`src/rtl/reset_sequencer_pkg.sv`:
```
// Shared types and constants for the reset sequencer slice.
// Pure declarations: no logic, no latency.
// No flow control; consumed by the sequencer, its timer and its interface.
package venera_reset_pkg;

  // Sequencer states; the encoding is visible to debug tooling, keep it fixed
  typedef enum logic [1:0] {
    ASSERT = 2'd0,
    STAGE  = 2'd1,
    RUN    = 2'd2,
    FAULT  = 2'd3
  } state_e;

  // Why the most recent reset happened (3 is reserved)
  localparam logic [1:0] CAUSE_POR = 2'd0;
  localparam logic [1:0] CAUSE_SW  = 2'd1;
  localparam logic [1:0] CAUSE_WDT = 2'd2;

  // Width of a domain index; a single domain still needs one bit
  function automatic int idx_width(input int n);
    return (n > 1) ? $clog2(n) : 1;
  endfunction

endpackage

```
`src/rtl/reset_sequencer_if.sv`:
```
// Bundles the request, ready and reset/status signals of the reset sequencer.
// Wires only, no latency.
// No backpressure: requests are pulses, ready is a level.
interface reset_sequencer_if
  import venera_reset_pkg::*;
#(
  parameter int N_DOMAINS = 4
);
  localparam int IDX_W = idx_width(N_DOMAINS);

  logic                 sw_reset_req;
  logic                 wdt_expired;
  logic [N_DOMAINS-1:0] ready_i;
  logic [N_DOMAINS-1:0] domain_reset_o;
  logic                 cpu_run;
  logic                 busy;
  logic                 fault;
  logic [1:0]           reset_cause;
  logic [IDX_W-1:0]     fault_domain;

  // Sequencer side: drives domain resets and status
  modport master (
    input  sw_reset_req, wdt_expired, ready_i,
    output domain_reset_o, cpu_run, busy, fault, reset_cause, fault_domain
  );

  // Environment side: issues requests and acknowledges
  modport slave (
    output sw_reset_req, wdt_expired, ready_i,
    input  domain_reset_o, cpu_run, busy, fault, reset_cause, fault_domain
  );

endinterface

```
`src/rtl/reset_sequencer_timer.sv`:
```
// Saturating up-counter with terminal-count flags for hold, stage and timeout.
// Flags are combinational from the registered count (0 cycles); count updates next edge.
// No backpressure; clear has priority over enable.
module rst_seq_timer #(
  parameter int CNT_W       = 16,
  parameter int HOLD_CYCLES = 8,
  parameter int STAGE_DELAY = 4,
  parameter int TIMEOUT     = 32
) (
  input  logic clk,
  input  logic reset_n,
  input  logic clr_i,
  input  logic en_i,
  output logic hold_done_o,
  output logic stage_min_o,
  output logic timeout_o
);
  localparam logic [CNT_W-1:0] HOLD_LAST  = CNT_W'(HOLD_CYCLES - 1);
  localparam logic [CNT_W-1:0] STAGE_LAST = CNT_W'(STAGE_DELAY - 1);
  localparam logic [CNT_W-1:0] TMO_LAST   = CNT_W'(STAGE_DELAY - 1 + TIMEOUT);

  logic [CNT_W-1:0] cnt_q, cnt_d;

  // Next count: clear wins, otherwise count up but never wrap
  always_comb begin
    cnt_d = cnt_q;
    if (clr_i) begin
      cnt_d = '0;
    end else if (en_i && (cnt_q != '1)) begin
      cnt_d = cnt_q + 1'b1;
    end
  end

  // Count register
  always_ff @(posedge clk) begin
    if (!reset_n) cnt_q <= '0;
    else          cnt_q <= cnt_d;
  end

  assign hold_done_o = (cnt_q == HOLD_LAST);
  assign stage_min_o = (cnt_q >= STAGE_LAST);
  assign timeout_o   = (cnt_q == TMO_LAST);

endmodule

```
`src/rtl/reset_sequencer.sv`:
```
// Holds all CPU reset domains, then releases them in index order gated on each ready.
// One edge from request/decision to registered outputs; releases spaced >= STAGE_DELAY.
// No backpressure; a late ready stretches the stage until TIMEOUT, then FAULT.
module reset_sequencer
  import venera_reset_pkg::*;
#(
  parameter int N_DOMAINS   = 4,
  parameter int HOLD_CYCLES = 8,
  parameter int STAGE_DELAY = 4,
  parameter int TIMEOUT     = 32,
  parameter int CNT_W       = 16
) (
  input logic              clk,
  input logic              reset_n,
  reset_sequencer_if.master bus
);
  localparam int IDX_W = idx_width(N_DOMAINS);
  localparam logic [IDX_W-1:0] LAST_IDX = IDX_W'(N_DOMAINS - 1);

  state_e               state_q, state_d;
  logic [IDX_W-1:0]     idx_q, idx_d, nxt_idx;
  logic [N_DOMAINS-1:0] dr_q, dr_d;
  logic [1:0]           cause_q, cause_d;
  logic [IDX_W-1:0]     fdom_q, fdom_d;
  logic                 cpu_run_q, busy_q, fault_q;
  logic                 tmr_clr, tmr_en;
  logic                 hold_done, stage_min, timeout;
  logic                 req_any;

  rst_seq_timer #(
    .CNT_W(CNT_W), .HOLD_CYCLES(HOLD_CYCLES),
    .STAGE_DELAY(STAGE_DELAY), .TIMEOUT(TIMEOUT)
  ) u_timer (
    .clk(clk), .reset_n(reset_n), .clr_i(tmr_clr), .en_i(tmr_en),
    .hold_done_o(hold_done), .stage_min_o(stage_min), .timeout_o(timeout)
  );

  assign req_any = bus.sw_reset_req | bus.wdt_expired;
  assign nxt_idx = idx_q + 1'b1;

  // Next state, index, domain resets and cause; a request always beats a stage advance
  always_comb begin
    state_d = state_q;
    idx_d   = idx_q;
    dr_d    = dr_q;
    cause_d = cause_q;
    fdom_d  = fdom_q;
    tmr_clr = 1'b0;
    tmr_en  = 1'b0;
    if ((state_q != FAULT) && req_any) begin
      state_d = ASSERT;
      idx_d   = '0;
      dr_d    = '1;
      tmr_clr = 1'b1;
      cause_d = bus.wdt_expired ? CAUSE_WDT : CAUSE_SW;
    end else begin
      case (state_q)
        ASSERT: begin
          if (hold_done) begin
            state_d = STAGE;
            idx_d   = '0;
            dr_d[0] = 1'b0;
            tmr_clr = 1'b1;
          end else begin
            tmr_en = 1'b1;
          end
        end
        STAGE: begin
          if (stage_min && bus.ready_i[idx_q]) begin
            tmr_clr = 1'b1;
            if (idx_q != LAST_IDX) begin
              idx_d         = nxt_idx;
              dr_d[nxt_idx] = 1'b0;
            end else begin
              state_d = RUN;
              dr_d    = '0;
            end
          end else if (timeout) begin
            state_d = FAULT;
            fdom_d  = idx_q;
            dr_d    = '1;
            tmr_clr = 1'b1;
          end else begin
            tmr_en = 1'b1;
          end
        end
        RUN: begin
          dr_d = '0;
        end
        default: begin
          // FAULT: watchdog is deliberately ignored, only software can restart
          dr_d = '1;
          if (bus.sw_reset_req) begin
            state_d = ASSERT;
            idx_d   = '0;
            tmr_clr = 1'b1;
            cause_d = CAUSE_SW;
          end
        end
      endcase
    end
  end

  // State and output registers; status flags follow the next state so they stay registered
  always_ff @(posedge clk) begin
    if (!reset_n) begin
      state_q   <= ASSERT;
      idx_q     <= '0;
      dr_q      <= '1;
      cause_q   <= CAUSE_POR;
      fdom_q    <= '0;
      cpu_run_q <= 1'b0;
      busy_q    <= 1'b1;
      fault_q   <= 1'b0;
    end else begin
      state_q   <= state_d;
      idx_q     <= idx_d;
      dr_q      <= dr_d;
      cause_q   <= cause_d;
      fdom_q    <= fdom_d;
      cpu_run_q <= (state_d == RUN);
      busy_q    <= (state_d == ASSERT) || (state_d == STAGE);
      fault_q   <= (state_d == FAULT);
    end
  end

  assign bus.domain_reset_o = dr_q;
  assign bus.cpu_run        = cpu_run_q;
  assign bus.busy           = busy_q;
  assign bus.fault          = fault_q;
  assign bus.reset_cause    = cause_q;
  assign bus.fault_domain   = fdom_q;

endmodule
```
`src/flat_wrapper.sv`:
```
// flat-port wrapper written by rule: the top's interface ports become plain ports
module reset_sequencer_flat import venera_reset_pkg::*;
#(
  parameter int N_DOMAINS   = 4,
  parameter int HOLD_CYCLES = 8,
  parameter int STAGE_DELAY = 4,
  parameter int TIMEOUT     = 32,
  parameter int CNT_W       = 16
)
  (clk, reset_n, bus_sw_reset_req, bus_wdt_expired, bus_ready_i, bus_domain_reset_o, bus_cpu_run, bus_busy, bus_fault, bus_reset_cause, bus_fault_domain);
  reset_sequencer_if #(.N_DOMAINS(N_DOMAINS)) bus_i ();
  input logic clk;
  input logic reset_n;
  input wire logic [$bits(bus_i.sw_reset_req)-1:0] bus_sw_reset_req;
  input wire logic [$bits(bus_i.wdt_expired)-1:0] bus_wdt_expired;
  input wire logic [$bits(bus_i.ready_i)-1:0] bus_ready_i;
  output wire logic [$bits(bus_i.domain_reset_o)-1:0] bus_domain_reset_o;
  output wire logic [$bits(bus_i.cpu_run)-1:0] bus_cpu_run;
  output wire logic [$bits(bus_i.busy)-1:0] bus_busy;
  output wire logic [$bits(bus_i.fault)-1:0] bus_fault;
  output wire logic [$bits(bus_i.reset_cause)-1:0] bus_reset_cause;
  output wire logic [$bits(bus_i.fault_domain)-1:0] bus_fault_domain;
  assign bus_i.sw_reset_req = bus_sw_reset_req;
  assign bus_i.wdt_expired = bus_wdt_expired;
  assign bus_i.ready_i = bus_ready_i;
  assign bus_domain_reset_o = bus_i.domain_reset_o;
  assign bus_cpu_run = bus_i.cpu_run;
  assign bus_busy = bus_i.busy;
  assign bus_fault = bus_i.fault;
  assign bus_reset_cause = bus_i.reset_cause;
  assign bus_fault_domain = bus_i.fault_domain;
  reset_sequencer #(.N_DOMAINS(N_DOMAINS), .HOLD_CYCLES(HOLD_CYCLES), .STAGE_DELAY(STAGE_DELAY), .TIMEOUT(TIMEOUT), .CNT_W(CNT_W)) u_core (.clk(clk), .reset_n(reset_n), .bus(bus_i));
endmodule
```
`config.mk`:
```
export PLATFORM = sky130hd
export DESIGN_NAME = reset_sequencer_flat
export DESIGN_NICKNAME = d
export VERILOG_FILES = /design/src/rtl/reset_sequencer_pkg.sv /design/src/rtl/reset_sequencer_if.sv /design/src/rtl/reset_sequencer_timer.sv /design/src/rtl/reset_sequencer.sv /design/src/flat_wrapper.sv
export SDC_FILE = /design/constraint.sdc
export NUM_CORES = 1
export LEC_CHECK = 0
export ABC_AREA = 1
export BUFFER_PORTS_ARGS = -buffer_cell sky130_fd_sc_hd__buf_2
export CORE_MARGIN = 1
export CORE_UTILIZATION = 60
export DETAILED_ROUTE_END_ITERATION = 10
export PLACE_DENSITY = 0.86
export SETUP_SLACK_MARGIN = 0.5
export SYNTH_ARGS = -nofsm -noshare
export SYNTH_HDL_FRONTEND = slang
export SYNTH_SLANG_ARGS = --single-unit
```
`constraint.sdc`:
```
create_clock -name clk -period 3.5 [get_ports clk]
set_input_delay 0.525 -clock clk [delete_from_list [all_inputs] [get_ports clk]]
set_output_delay 0.525 -clock clk [all_outputs]
set_load 0.03 [all_outputs]
```
-- Word level (Yosys, flattened, before mapping)
Cells that the tools add are included.
- input bits: 8
- register bits after elaboration: 31
- output and inout bits: 11
- word-level logic and storage cells: 93
- bitwise logic cells: 8
- add/sub/neg operators: 2
- magnitude comparators: 4
- reductions and logical operators: 17
- equal/unequal tests: 15
- muxes and demuxes: 37
- operator list (kind ; number):
    $mux W2 ; 14
    $add A16 B1 Y16 const B ; 1
    $eq A16 B3 Y1 const B ; 1
    $eq A16 B6 Y1 const B ; 1
    $ge A16 B2 Y1 const B ; 1
    $ne A16 B16 Y1 const B ; 1
    $mux W1 ; 12
    $mux W4 ; 3
    $pmux W2 S3 ; 2
    $pmux W3 S3 ; 1
    $ne A2 B1 Y1 const B ; 4
    $eq A2 B2 Y1 const B ; 3
    $lt A2 B3 Y1 const B ; 2
    $pmux W1 S3 ; 2
    $reduce_and A2 Y1 ; 3
    $not A1 Y1 ; 5
    $reduce_and A5 Y1 ; 1
    $and A4 B4 Y4 ; 1
    $eq A2 B1 Y1 const B ; 2
    $logic_and A1 B1 Y1 ; 4
    $logic_not A2 Y1 ; 2
    $ne A2 B2 Y1 const B ; 2
    $not A4 Y4 ; 1
    $reduce_and A4 Y1 ; 1
    other kinds (12) ; 13

-- Logic depth before layout (Yosys ltp)
- depth after elaboration: 10
- gate-level depth with buffers: 12
- gate-level depth less buffers: 12

-- Hierarchy
A second synthesis with hierarchy kept.
- cells, all modules: 297
- area, all modules: 1954.4 um^2
- by module, submodules not included (module ; cells each ; seq. area each (um^2) ; instances ; area an instance (um^2)):
    rst_seq_timer ; 169 ; 320.3 ; 1 ; 1046.0
    reset_sequencer ; 128 ; 300.3 ; 1 ; 908.4

-- Worst setup path after synthesis
No wires, ideal clock.
- path type: flip-flop to flip-flop
- start point: register u_core.u_timer.cnt_q[0]
- end point: register u_core.u_timer.cnt_q[10]
- slack: 1.883 ns
- data required time: 3.375 ns
- path buffers: 1
- stages on the path, launching flop included: 10
- data arrival time: 1.492 ns
- setup time: 0.125 ns
- clock period less this slack: 1.617 ns
- cells stage by stage: dfxtp_1 -> ha_1 -> inv_2 -> nor3_4 -> nand3_1 -> nor2_2 -> nor2_4 -> buf_2 -> nand3_1 -> a21oi_2
- word-level cells in the longest chain between the ends: 6
- elaborated cells between the ends (all ways): 18
- classes of those cells: add/sub: 1; order compare: 1; eq/ne: 3; mux: 10; reduce/logical: 3
- RTL lines (item ; line ; RTL):
    start: declaration ; reset_sequencer_timer.sv:22 ; logic [CNT_W-1:0] cnt_q, cnt_d;
    start signal: assignment ; reset_sequencer_timer.sv:37 ; else cnt_q <= cnt_d;
    $ge A16 B2 Y1 / $eq A16 B6 Y1 (equally long branches) ; reset_sequencer_timer.sv:41, reset_sequencer_timer.sv:42 ;
    $logic_and A1 B1 Y1 / $mux W1 (equally long branches) ; reset_sequencer.sv:69, reset_sequencer.sv:78 ;
    $mux W1 ; reset_sequencer.sv:69 ; if (stage_min && bus.ready_i[idx_q]) begin
    $pmux W1 S3 / $pmux W1 S2 (equally long branches) ; reset_sequencer.sv:57 ; case (state_q)
    $mux W1 ; reset_sequencer.sv:50 ; if ((state_q != FAULT) && req_any) begin
    $reduce_or A2 Y1 (no source line) / $logic_and A1 B1 Y1 (equally long branches) ; -- ;
Parallel ways exist; a longest one is shown, timed or not.
A chain may end at the register's enable or synchronous reset.

-- Worst setup path in the final report
- start point: register u_core.u_timer.cnt_q[0]
- end point: register u_core.u_timer.cnt_q[14]
The elaborated chain is that of the path after synthesis.

==> metrics.md <==
| Metric | Value |
|---|---|
| # port buffers | `18` |
| Synthesized area | `1901 µm²` |
| Cts hold-fix bufs | `0` |
| Pins Over Slew Limit | `0` |
| Area grow syn2layout | `9.809%` |
| Die H | `58.28 µm` |
| Most frequent cell on the critical path | `nand2_1` |
| Leak pwr | `0.8837 nW` |
| Die area | `3397 µm²` |
| Detailed Route Iter0 Violations | `128` |
| Cell area after layout | `2087 µm²` |
| Worst stage delay on the critical path | `0.35 ns` |
| Routed Wire Length | `3979 µm` |
| Int Power | `0.5310 mW` |
| CTS Buffer Depth | `2` |
| Psw | `0.1543 mW` |
| Max IR drop VDD | `0.0003612 V` |
| Worst relative slew slack | `63.99%` |
| Via Count | `1,799` |
| Multi-input gate area | `1134 µm²` |
| Hold Path Origin | `reset_n` |
| Post-Syn Instances | `281` |
| Status | `finished, final reports clean` |
| ANT cells | `0` |
| Root buf cell | `clkbuf_4` |
| Share of the synthesized area in the top cell type | `32.65%` |
| Kind of cell adding the most delay to the critical path | `simple AND/OR/NAND/NOR gates` |
| Yosys top cell by area | `dfxtp_1` |
| Crit path kind | `reg -> reg` |
| Via density | `5.214` |
| Post-synthesis cell type count | `30` |
| Storage cell area | `620.6 µm²` |
| Net Sw Frac | `22.52%` |
| Gr usage total | `26.30%` |
| Simple-gate area share of the yosys netlist | `40.62%` |
| Multiplexer share of the synthesized area | `0%` |
| Max-Cap Viols | `0` |
| Fin. Hold Viols | `0` |
| Post-synthesis xor/xnor area fraction | `5.530%` |
| Largest net degree at the start of global routing | `19` |
| Main synth FF type | `dfxtp_1` |
| Cell at the slowest stage of the critical path | `dfxtp_1` |
| # fillers | `269` |
| Clk_lat worst skew | `0.35 ns` |
| Complex-gate fraction of the synthesized area | `9.546%` |
| Gpl congestion | `0.8784` |
| Max Used Layer | `met4` |
| Met3 WL post-DR | `212 µm` |
| Share of cells above drive strength 1 | `16.61%` |
| Sequential share of power | `51.8%` |
| Required @ worst endpoint | `3.77 ns` |
| Worst-path clk slew | `0.10 ns` |
| CP Data Arrival Time | `2.18 ns` |
| FF-to-FF setup slack | `1.59 ns` |
| Seq/Total Area, Yosys | `32.65%` |
| Hold Crit Class | `in -> reg` |
| Final Cycle Share | `54.69%` |
| DR WL met2 | `1891 µm` |
| I/O pin count | `19` |
| Crit path time final | `1.914 ns` |
| Crit start category | `flop` |
| Hold EP | `u_core.bus.fault_domain[1]` |
| Post-Syn Area per Cell | `6.764 µm²` |
| Setup bufs post-CTS | `0` |
| Inserted Clock Buffers | `5` |
| Largest family of logic cells by synthesized area | `simple AND/OR/NAND/NOR gates` |
| Post-Syn Nets | `295` |
| CP max FO | `16` |
| DR WL/cell | `11.53 µm` |
| Worst-margin pin slew | `0.5381 ns` |
| Main area contributors after synthesis | `dfxtp_1 33%, nand2_1 17%, nor2_1 7.9%` |
| Hold path depth | `3` |
| Most frequent cell after synthesis | `nand2_1` |
| Reg-to-Reg Start | `u_core.u_timer.cnt_q[0]` |
| Post-synth top cells | `84 x nand2_1, 40 x nor2_1, 31 x dfxtp_1, 27 x nand3_1, 24 x inv_1` |
| H-tree depth | `2` |
| Pwr Total | `0.6853 mW` |
| Asr flop ratio synth | `0%` |
| First-pass GRT wire length | `6741 µm` |
| Antenna violations before repair | `0` |
| Clock Skew | `0.008626 ns` |
| Setup repair after global routing missed its margin | `no` |
| Drt drc | `0` |
| CTS tree | `built` |
| Vias in the first global route | `1,612` |
| Combinational share of power | `4.2%` |
| Initial Util | `62.77%` |
| R2R cell count | `10` |
| Drt first pass iters | `4` |
| Fmax | `522.5 MHz` |
| Worst reg2reg endpoint | `u_core.u_timer.cnt_q[14]` |
| Post-synth EDFFs | `0` |
| Placed cell area | `2001 µm²` |
| CTS Sinks | `31` |
| Core area | `3028 µm²` |
| DP Wirelength | `2837 µm` |
| Buf+Inv Stages, Crit Path | `1` |
| Grt total ovfl | `0` |
| Fin Setup TNS | `0 ns` |
| Synth warn | `0` |
| Clock power frac | `44.0%` |
| Die X | `58.28 µm` |
| # setup viols final | `0` |
| Post-DRT Antenna Nets | `0` |
| Post-Synth Adder-Cell Area | `3.950%` |
| CP cell instances | `ha_1, inv_2, nand2_1, nor2_1, nand2_1, nand2_2, nand2_1, nand2_1, nand3_2, a21oi_2` |
| Routed metal-1 wire length | `1788 µm` |
| Layout net count | `314` |
| CP endpoint kind | `flop` |
| Critical Path Start | `u_core.u_timer.cnt_q[0]` |
| Pwr Density | `328.3 nW/µm²` |
| Post-CTS Resized | `0` |
| Yosys reg bits | `31` |
| FP Rows | `20` |
routing by layer:
metal / up-vias / track usage [%]
li1: 938 / -
met1: 809 / 30.57
met2: 44 / 44.01
met3: 8 / 6.920
met4: 0 / 14.29
met5: - / 0
placed cells by master (no fill, tap or decap), drive strengths merged:
master and count:
o21ai 5, inv 27, nor3 6, clkinv 1
ha 6, clkbuf 6, nand4 4, bufinv 1
nor2 42, a21oi 17, xnor2 3, nand3 29
nor2b 1, nand2 88, dfxtp 31, xor2 9
nand3b 2, buf 18, o311ai 3, or2 1
o211ai 1
sequential cells by signal, indices dropped and copies added (netlist names):
register,count
u_core.bus.cpu_run,1
u_core.bus.domain_reset_o,4
u_core.bus.fault,1
u_core.bus.busy,1
u_core.bus.reset_cause,2
u_core.idx_q,2
u_core.u_timer.cnt_q,16
u_core.bus.fault_domain,2
u_core.state_q,2
tightest hold or removal path: cells and delay by family:
family,cells,cell delay [ns]
buffers and inverters,1,0.13
and+or+nand+nor,2,0.09
cell type report:
| type | instances | area share [%] |
|---|---|---|
| Multi-Input combinational cell | 217 | 54.32 |
| Sequential cell | 31 | 29.74 |
| Inverter | 27 | 4.856 |
| Timing Repair Buffer | 18 | 4.317 |
| Tap cell | 44 | 2.638 |
| Clock buffer | 6 | 2.458 |
| Clock inverter | 2 | 1.679 |
worst max-delay path by stage:
stage,end,cells after the start,slack (ns)
2_1_floorplan,u_core.u_timer.cnt_q[10],9,1.88
3_3_place_gp,u_core.u_timer.cnt_q[4],10,1.67
3_5_place_dp,u_core.u_timer.cnt_q[14],10,1.62
4_1_cts,u_core.u_timer.cnt_q[14],10,1.60
5_1_grt,u_core.u_timer.cnt_q[3],10,1.40
6_report,u_core.u_timer.cnt_q[14],10,1.59
power groups by stage:
stage               sequential, mW  combinational [mW]  clock, mW
CTS                          0.355              0.0289      0.306
detailed placement           0.363              0.0286          0
global placement             0.363              0.0285          0
finish                       0.355              0.0291      0.301
floorplan                    0.366              0.0176          0
global route                 0.355              0.0319      0.323
kinds of logic after synthesis:
kind of cell / Yosys count
compound gates: 26
xor+xnor: 12
fa+ha+maj: 6
buf+inv: 33
flops: 31
simple gates: 173
stage by stage:
step | hold WS, ns | util [%] | worst slack [ns] | cells
5_1_grt | 0.4402 | 68.93 | 1.404 | 345
3_3_place_gp | 0.4515 | 66.07 | 1.674 | 337
6_report | 0.4390 | 68.93 | 1.586 | 345
3_5_place_dp | 0.4637 | 66.07 | 1.620 | 337
2_1_floorplan | 0.4739 | - | 1.883 | 281
4_1_cts | 0.4246 | 68.93 | 1.597 | 345
Note: power is estimated with default switching activity, not from simulation.
